--- config.mk ---
export PLATFORM = sky130hd
export DESIGN_NAME = dco_sdm_ctrl
export DESIGN_NICKNAME = d
export VERILOG_FILES = /design/src/rtl/dco_sdm_pkg.sv /design/src/rtl/sdm_acc_stage.sv /design/src/rtl/dco_sdm_ctrl.sv
export SDC_FILE = /design/constraint.sdc
export NUM_CORES = 1
export LEC_CHECK = 0
export ABC_AREA = 1
export BUFFER_PORTS_ARGS = -buffer_cell sky130_fd_sc_hd__buf_2
export CORE_MARGIN = 2
export CORE_UTILIZATION = 33
export CTS_CLUSTER_DIAMETER = 120
export DETAILED_ROUTE_END_ITERATION = 8
export GPL_TIMING_DRIVEN = 0
export PLACE_DENSITY = 0.59
export SYNTH_ARGS = -nofsm -noshare
export SYNTH_HDL_FRONTEND = slang
export SYNTH_SLANG_ARGS = --single-unit
--- constraint.sdc ---
create_clock -name clk -period 5.1 [get_ports clk]
set_clock_uncertainty 0.05 [all_clocks]
set_input_delay 1.02 -clock clk [delete_from_list [all_inputs] [get_ports clk]]
set_output_delay 1.02 -clock clk [all_outputs]
set_load 0.05 [all_outputs]
--- src/rtl/dco_sdm_pkg.sv ---
// dco_sdm_pkg: shared constants, order encodings, LFSR taps and carry-to-signed helper for dco_sdm_ctrl
package dco_sdm_pkg;
  localparam int INT_W_C = 8;
  localparam int FRAC_W_C = 8;
  localparam int LFSR_W = 15;
  localparam logic [LFSR_W-1:0] LFSR_TAPS = 15'h6000;
  localparam int Y_W = 4;
  typedef enum logic [1:0] {
    SDM_BYPASS = 2'd0,
    SDM_O1     = 2'd1,
    SDM_O2     = 2'd2,
    SDM_O3     = 2'd3
  } sdm_order_e;
  function automatic logic signed [Y_W-1:0] cy(input logic c);
    return $signed({{(Y_W-1){1'b0}}, c});
  endfunction
endpackage

--- src/rtl/sdm_acc_stage.sv ---
// sdm_acc_stage: W-bit wrapping accumulator; in clk/rstn/en/clr/din/cin, out sum (next value, comb) and carry (registered)
module sdm_acc_stage #(
  parameter int W = 8
) (
  input  logic         clk,
  input  logic         rstn,
  input  logic         en,
  input  logic         clr,
  input  logic [W-1:0] din,
  input  logic         cin,
  output logic [W-1:0] sum,
  output logic         carry
);
  logic [W-1:0] acc;
  logic [W:0] nxt;
  assign nxt = {1'b0, acc} + {1'b0, din} + {{W{1'b0}}, cin};
  assign sum = nxt[W-1:0];
  always_ff @(posedge clk or negedge rstn) begin
    if (!rstn) begin
      acc <= '0;
      carry <= 1'b0;
    end else if (clr) begin
      acc <= '0;
      carry <= 1'b0;
    end else if (en) begin
      acc <= sum;
      carry <= nxt[W];
    end
  end
endmodule

--- src/rtl/dco_sdm_ctrl.sv ---
// dco_sdm_ctrl: MASH 1-1-1 noise-shaped split of ctrl_word into saturated dco_code; in clk/rstn/enable/ctrl_load/ctrl_word/sdm_order/dither_en, out dco_code/sat_flag/load_ack
module dco_sdm_ctrl
  import dco_sdm_pkg::*;
#(
  parameter int INT_W = INT_W_C,
  parameter int FRAC_W = FRAC_W_C,
  parameter logic [LFSR_W-1:0] LFSR_SEED = 15'h0001
) (
  input  logic                    clk,
  input  logic                    rstn,
  input  logic                    enable,
  input  logic                    ctrl_load,
  input  logic [INT_W+FRAC_W-1:0] ctrl_word,
  input  logic [1:0]              sdm_order,
  input  logic                    dither_en,
  output logic [INT_W-1:0]        dco_code,
  output logic                    sat_flag,
  output logic                    load_ack
);
  logic [INT_W-1:0] int_q;
  logic [FRAC_W-1:0] frac_q, sum1, sum2, sum3;
  logic [LFSR_W-1:0] lfsr;
  logic act, s2_on, s3_on;
  logic c1, c2, c3, c2d, c3d, c3dd;
  logic signed [Y_W-1:0] y;
  logic [INT_W+1:0] sum;
  logic neg, ovf;
  assign act = enable && sdm_order != SDM_BYPASS;
  assign s2_on = act && (sdm_order == SDM_O2 || sdm_order == SDM_O3);
  assign s3_on = act && sdm_order == SDM_O3;
  sdm_acc_stage #(.W(FRAC_W)) u_acc1 (
    .clk(clk), .rstn(rstn), .en(act), .clr(!act),
    .din(frac_q), .cin(dither_en & lfsr[0]), .sum(sum1), .carry(c1)
  );
  sdm_acc_stage #(.W(FRAC_W)) u_acc2 (
    .clk(clk), .rstn(rstn), .en(act), .clr(!s2_on),
    .din(sum1), .cin(1'b0), .sum(sum2), .carry(c2)
  );
  sdm_acc_stage #(.W(FRAC_W)) u_acc3 (
    .clk(clk), .rstn(rstn), .en(act), .clr(!s3_on),
    .din(sum2), .cin(1'b0), .sum(sum3), .carry(c3)
  );
  always_comb begin
    y = !act ? '0 :
        sdm_order == SDM_O1 ? cy(c1) :
        sdm_order == SDM_O2 ? cy(c1) + cy(c2) - cy(c2d) :
        cy(c1) + cy(c2) - cy(c2d) + cy(c3) - cy(c3d) - cy(c3d) + cy(c3dd);
    sum = {2'b00, int_q} + {{(INT_W+2-Y_W){y[Y_W-1]}}, y};
    neg = sum[INT_W+1];
    ovf = !neg && sum[INT_W];
  end
  always_ff @(posedge clk or negedge rstn) begin
    if (!rstn) begin
      int_q <= '0;
      frac_q <= '0;
      lfsr <= LFSR_SEED;
      c2d <= 1'b0;
      c3d <= 1'b0;
      c3dd <= 1'b0;
      dco_code <= '0;
      sat_flag <= 1'b0;
      load_ack <= 1'b0;
    end else begin
      if (ctrl_load && enable) {int_q, frac_q} <= ctrl_word;
      load_ack <= ctrl_load && enable;
      lfsr <= !act ? LFSR_SEED : dither_en ? {lfsr[LFSR_W-2:0], ^(lfsr & LFSR_TAPS)} : lfsr;
      c2d <= s2_on && c2;
      c3d <= s3_on && c3;
      c3dd <= s3_on && c3d;
      dco_code <= neg ? '0 : ovf ? '1 : sum[INT_W-1:0];
      sat_flag <= neg || ovf;
    end
  end
  logic unused;
  assign unused = ^sum3;
endmodule

==> summary.md <==
| Metric | Value |
|---|---|
| Required @ worst endpoint | `about 5.3 ns` |
| Critical path fanouts, max | `7` |
| DRT Wirelength | `~9000 µm` |
| Fillers | `approximately 1400` |
| Fin. Hold Viols | `0` |
| Power, Total | `around 2100 µW` |
| Period utilisation layout | `around nine tenths` |
| Initial core utilization | `33.6%` |
| Total number of H-tree levels | `3` |
| Root buf cell | `clkbuf_16` |
| CTS tree | `built` |
| Placed Instances | `774` |
| Post-synth ARST share | `between 90% and 100%` |
| DR WL/cell | `11.4 µm` |
| Area growth syn-to-layout | `16.3%` |
| Sequential-to-total area share from yosys stat | `40.1%` |
| Vias in the first global route | `around 3500` |
| Net Sw Power | `around 760 µW` |
| CTS max path bufs | `2` |
| Endpoint type of the worst setup path | `flop` |
| Largest net degree at the start of global routing | `between 70 and 80` |
| Met3 wire len | `303 µm` |
| Post-Synth XOR/XNOR Area | `under 10%` |
| Final core utilization | `39.1%` |
| Crit path DAT | `approximately 4.7 ns` |
| Syn nets | `approximately 630` |
| Nets@finish | `678` |
| Max-Cap Viols | `0` |
| Leak | `just under 0.003 µW` |
| Fmax | `about 220 MHz` |
| Cell variety after synth | `39` |
| Logic pwr share | `a little over a third` |
| Inserted Clock Buffers | `9` |
| Cell Area, Synth | `between 0.004 and 0.005 mm²` |
| Global-route wire length before repair | `about 16000 µm` |
| Cts hold-fix bufs | `0` |
| WS Path Type | `input pin to flop` |
| Worst-margin pin slew | `just under 0.5 ns` |
| DR WL met2 | `roughly 4300 µm` |
| Pwr per Cell Area | `between 400 and 500 mW/mm²` |
| M1 WL | `4250 µm` |
| Row count | `42` |
| Initial antenna violation count | `0` |
| Hold WC Path Type | `input pin to async pin` |
| DR vias/cell | `4.49` |
| Clock sinks | `71` |
| Total negative setup slack | `0 ns` |
| DRC viols | `0` |
| Setup Buffers After CTS | `0` |
| Startpoint Class | `input pin` |
| Highest routed layer | `met4` |
| Post-Synth Simple-Gate Area | `between 20% and 30%` |
| Reg power frac | `between 30% and 40%` |
| Ports | `33` |
| Most frequently used flop master after synthesis | `dfrtp_1` |
| Maximum vdd ir drop | `between 0.00015 and 0.0002 V` |
| Chip width | `approximately 120 µm` |
| Worst r2r dst | `u_acc3.acc[7]` |
| Final ANT Viol Nets | `0` |
| Part of the power in the clock network | `a little under a third` |
| Clock Latency Late Sink | `0.33 ns` |
| Compound-Gate Fraction of Synth Area | `under 10%` |
| Non-filler cells, final | `789` |
| GRT overflow | `0` |
| Reg2Reg Setup Slack | `roughly 0.92 ns` |
| Crit path from | `dither_en` |
| GP Congestion | `between 0.8 and 0.9` |
| Synth Area in Adders | `roughly 14%` |
| Status | `complete, no violations` |
| Most frequent cells in the layout | `nand2_1 (133), inv_1 (117), dfrtp_1 (70)` |
| Worst R2R Start | `lfsr[0]` |
| Post-route minimum period | `~4.5 ns` |
| Switching Share | `between 30% and 40%` |
| Dpl hpwl | `between 6000 and 7000 µm` |
| Cells after Synth | `565` |
| N_diodes | `0` |
| RSZ-0062 raised after global routing | `no` |
| Setup-failing EPs final | `0` |
| Syn Area/Cell | `about 7.9 µm²` |
| Synth Register Bits | `~70` |
| Core region area | `~0.013 mm²` |
| Max Slew Vio Count | `0` |
| First-pass iteration count of the detailed router | `4` |
| Mux share of post-synthesis cell area | `0%` |
| Routed via count | `3546` |
| P_int | `~1300 µW` |
| FF-to-FF path depth | `22` |
| Worst Setup EP | `u_acc3.acc[7]` |
| Die area | `0.0144 mm²` |
| Largest family of logic cells by synthesized area | `simple AND/OR/NAND/NOR gates` |
| Syn. warnings | `0` |
| Post-synth EDFFs | `0` |
| Post-CTS sizing | `0` |
| Most common cell after layout, fill and taps aside | `nand2_1` |
| Max_slew headroom | `between 60 and 70%` |
| Clock-pin slew on the worst setup and hold paths | `roughly 0.060 ns` |
| Die Y | `between 100 and 150 µm` |
| IO buf count | `32` |
| GRT Util Overall | `about 14%` |
| Layout cells sized above 1 | `11.1%` |
| Initial DRC Count | `approximately 240` |
[synth_stat cells, drive strengths merged (2+ instances only)]
library cell / count / area share (%)
nand2: 139 / 12
inv: 120 / 10
dfrtp: 70 / 39
nor2: 67 / 6.2
ha: 38 / 11
nand3: 28 / 3.2
a21oi: 22 / 2.5
a31oi: 15 / 2.1
o21ai: 14 / 1.8
fa: 8 / 3.6
nand4: 6 / 0.85
nor3: 5 / 0.56
xor2: 5 / 0.99
clkbuf: 4 / 0.34
nand3b: 4 / 0.96
buf: 3 / 0.68
xnor2: 3 / 0.59
nor3b: 2 / 0.34
o211ai: 2 / 0.34
[power groups by stage]
stage	Clock, µW	Sequential, µW	Combinational [µW]
after global placement	0	663	736
final	659	656	761
after floorplan	0	705	547
after detailed placement	0	666	756
after global routing	706	663	888
after CTS	681	656	763
[layout make-up]
type	count	area, µm²	share of cell area [%]
clock buffers	9	225	4.37
well taps	176	220	4.27
multi-input cells	366	2160	41.8
repair buffers	33	190	3.69
flip-flops and latches	71	1780	34.5
clock inverters	6	86.3	1.67
inverters	121	457	8.85
plain buffers	7	45.0	0.873
[sequential cells by signal, summed over array words and instances (netlist names)]
signal and cells:
lfsr 15, dco_code 8, frac_q 8, int_q 8, u_acc1.acc 8, u_acc2.acc 8
u_acc3.acc 8, c2d 1, c3d 1, c3dd 1, load_ack 1, sat_flag 1
u_acc1.carry 1, u_acc2.carry 1, u_acc3.carry 1
[stage by stage]
stage / worst slack [ns] / area (µm²) / hold WS [ns]
5_1_grt: 0.190 / 5160 / 0.410
3_5_place_dp: 0.233 / 4850 / 0.425
3_3_place_gp: 0.305 / 4820 / 0.422
4_1_cts: 0.588 / 5160 / 0.408
2_1_floorplan: 0.896 / 4440 / 0.405
6_report: 0.594 / 5160 / 0.423
[routing by layer]
metal	up-vias	GRT usage (%)
met3	10	4.09
li1	1842	-
met2	46	23.0
met5	-	0
met4	0	3.75
met1	1648	17.6
[how the worst min path moves through the flow]
| stage | to | slack, ns | cells past startpoint |
|---|---|---|---|
| final | u_acc3.acc[5] | 0.42 | 1 |
| after detailed placement | int_q[4] | 0.42 | 2 |
| after floorplan | frac_q[2] | 0.41 | 2 |
| after global routing | u_acc3.acc[5] | 0.41 | 1 |
| after CTS | u_acc3.acc[5] | 0.41 | 1 |
| after global placement | lfsr[6] | 0.42 | 2 |
[worst max-delay path, stage by stage]
cell and delay (ns):
buf_2 0.14, nand2_1 0.10, fa_1 0.40, fa_1 0.40, nor2_1 0.20, o21ai_0 0.11, nand2_1 0.08, xor2_1 0.20
inv_1 0.08, ha_1 0.34, nand2_1 0.11, nor3_1 0.14, nand2_1 0.10, o211ai_1 0.09, nand2_1 0.09, nand2_1 0.10
inv_1 0.05, ha_1 0.35, nand2_1 0.09, o21ai_0 0.21, nor2_1 0.09, a21oi_1 0.13, nor2_1 0.06
[cells by family after synthesis]
family | count (synthesis)
fa+ha+maj | 46
compound gates | 60
buf+inv | 128
xor+xnor | 8
simple gates | 252
flops | 71
Power figures use the tool's default switching activity.
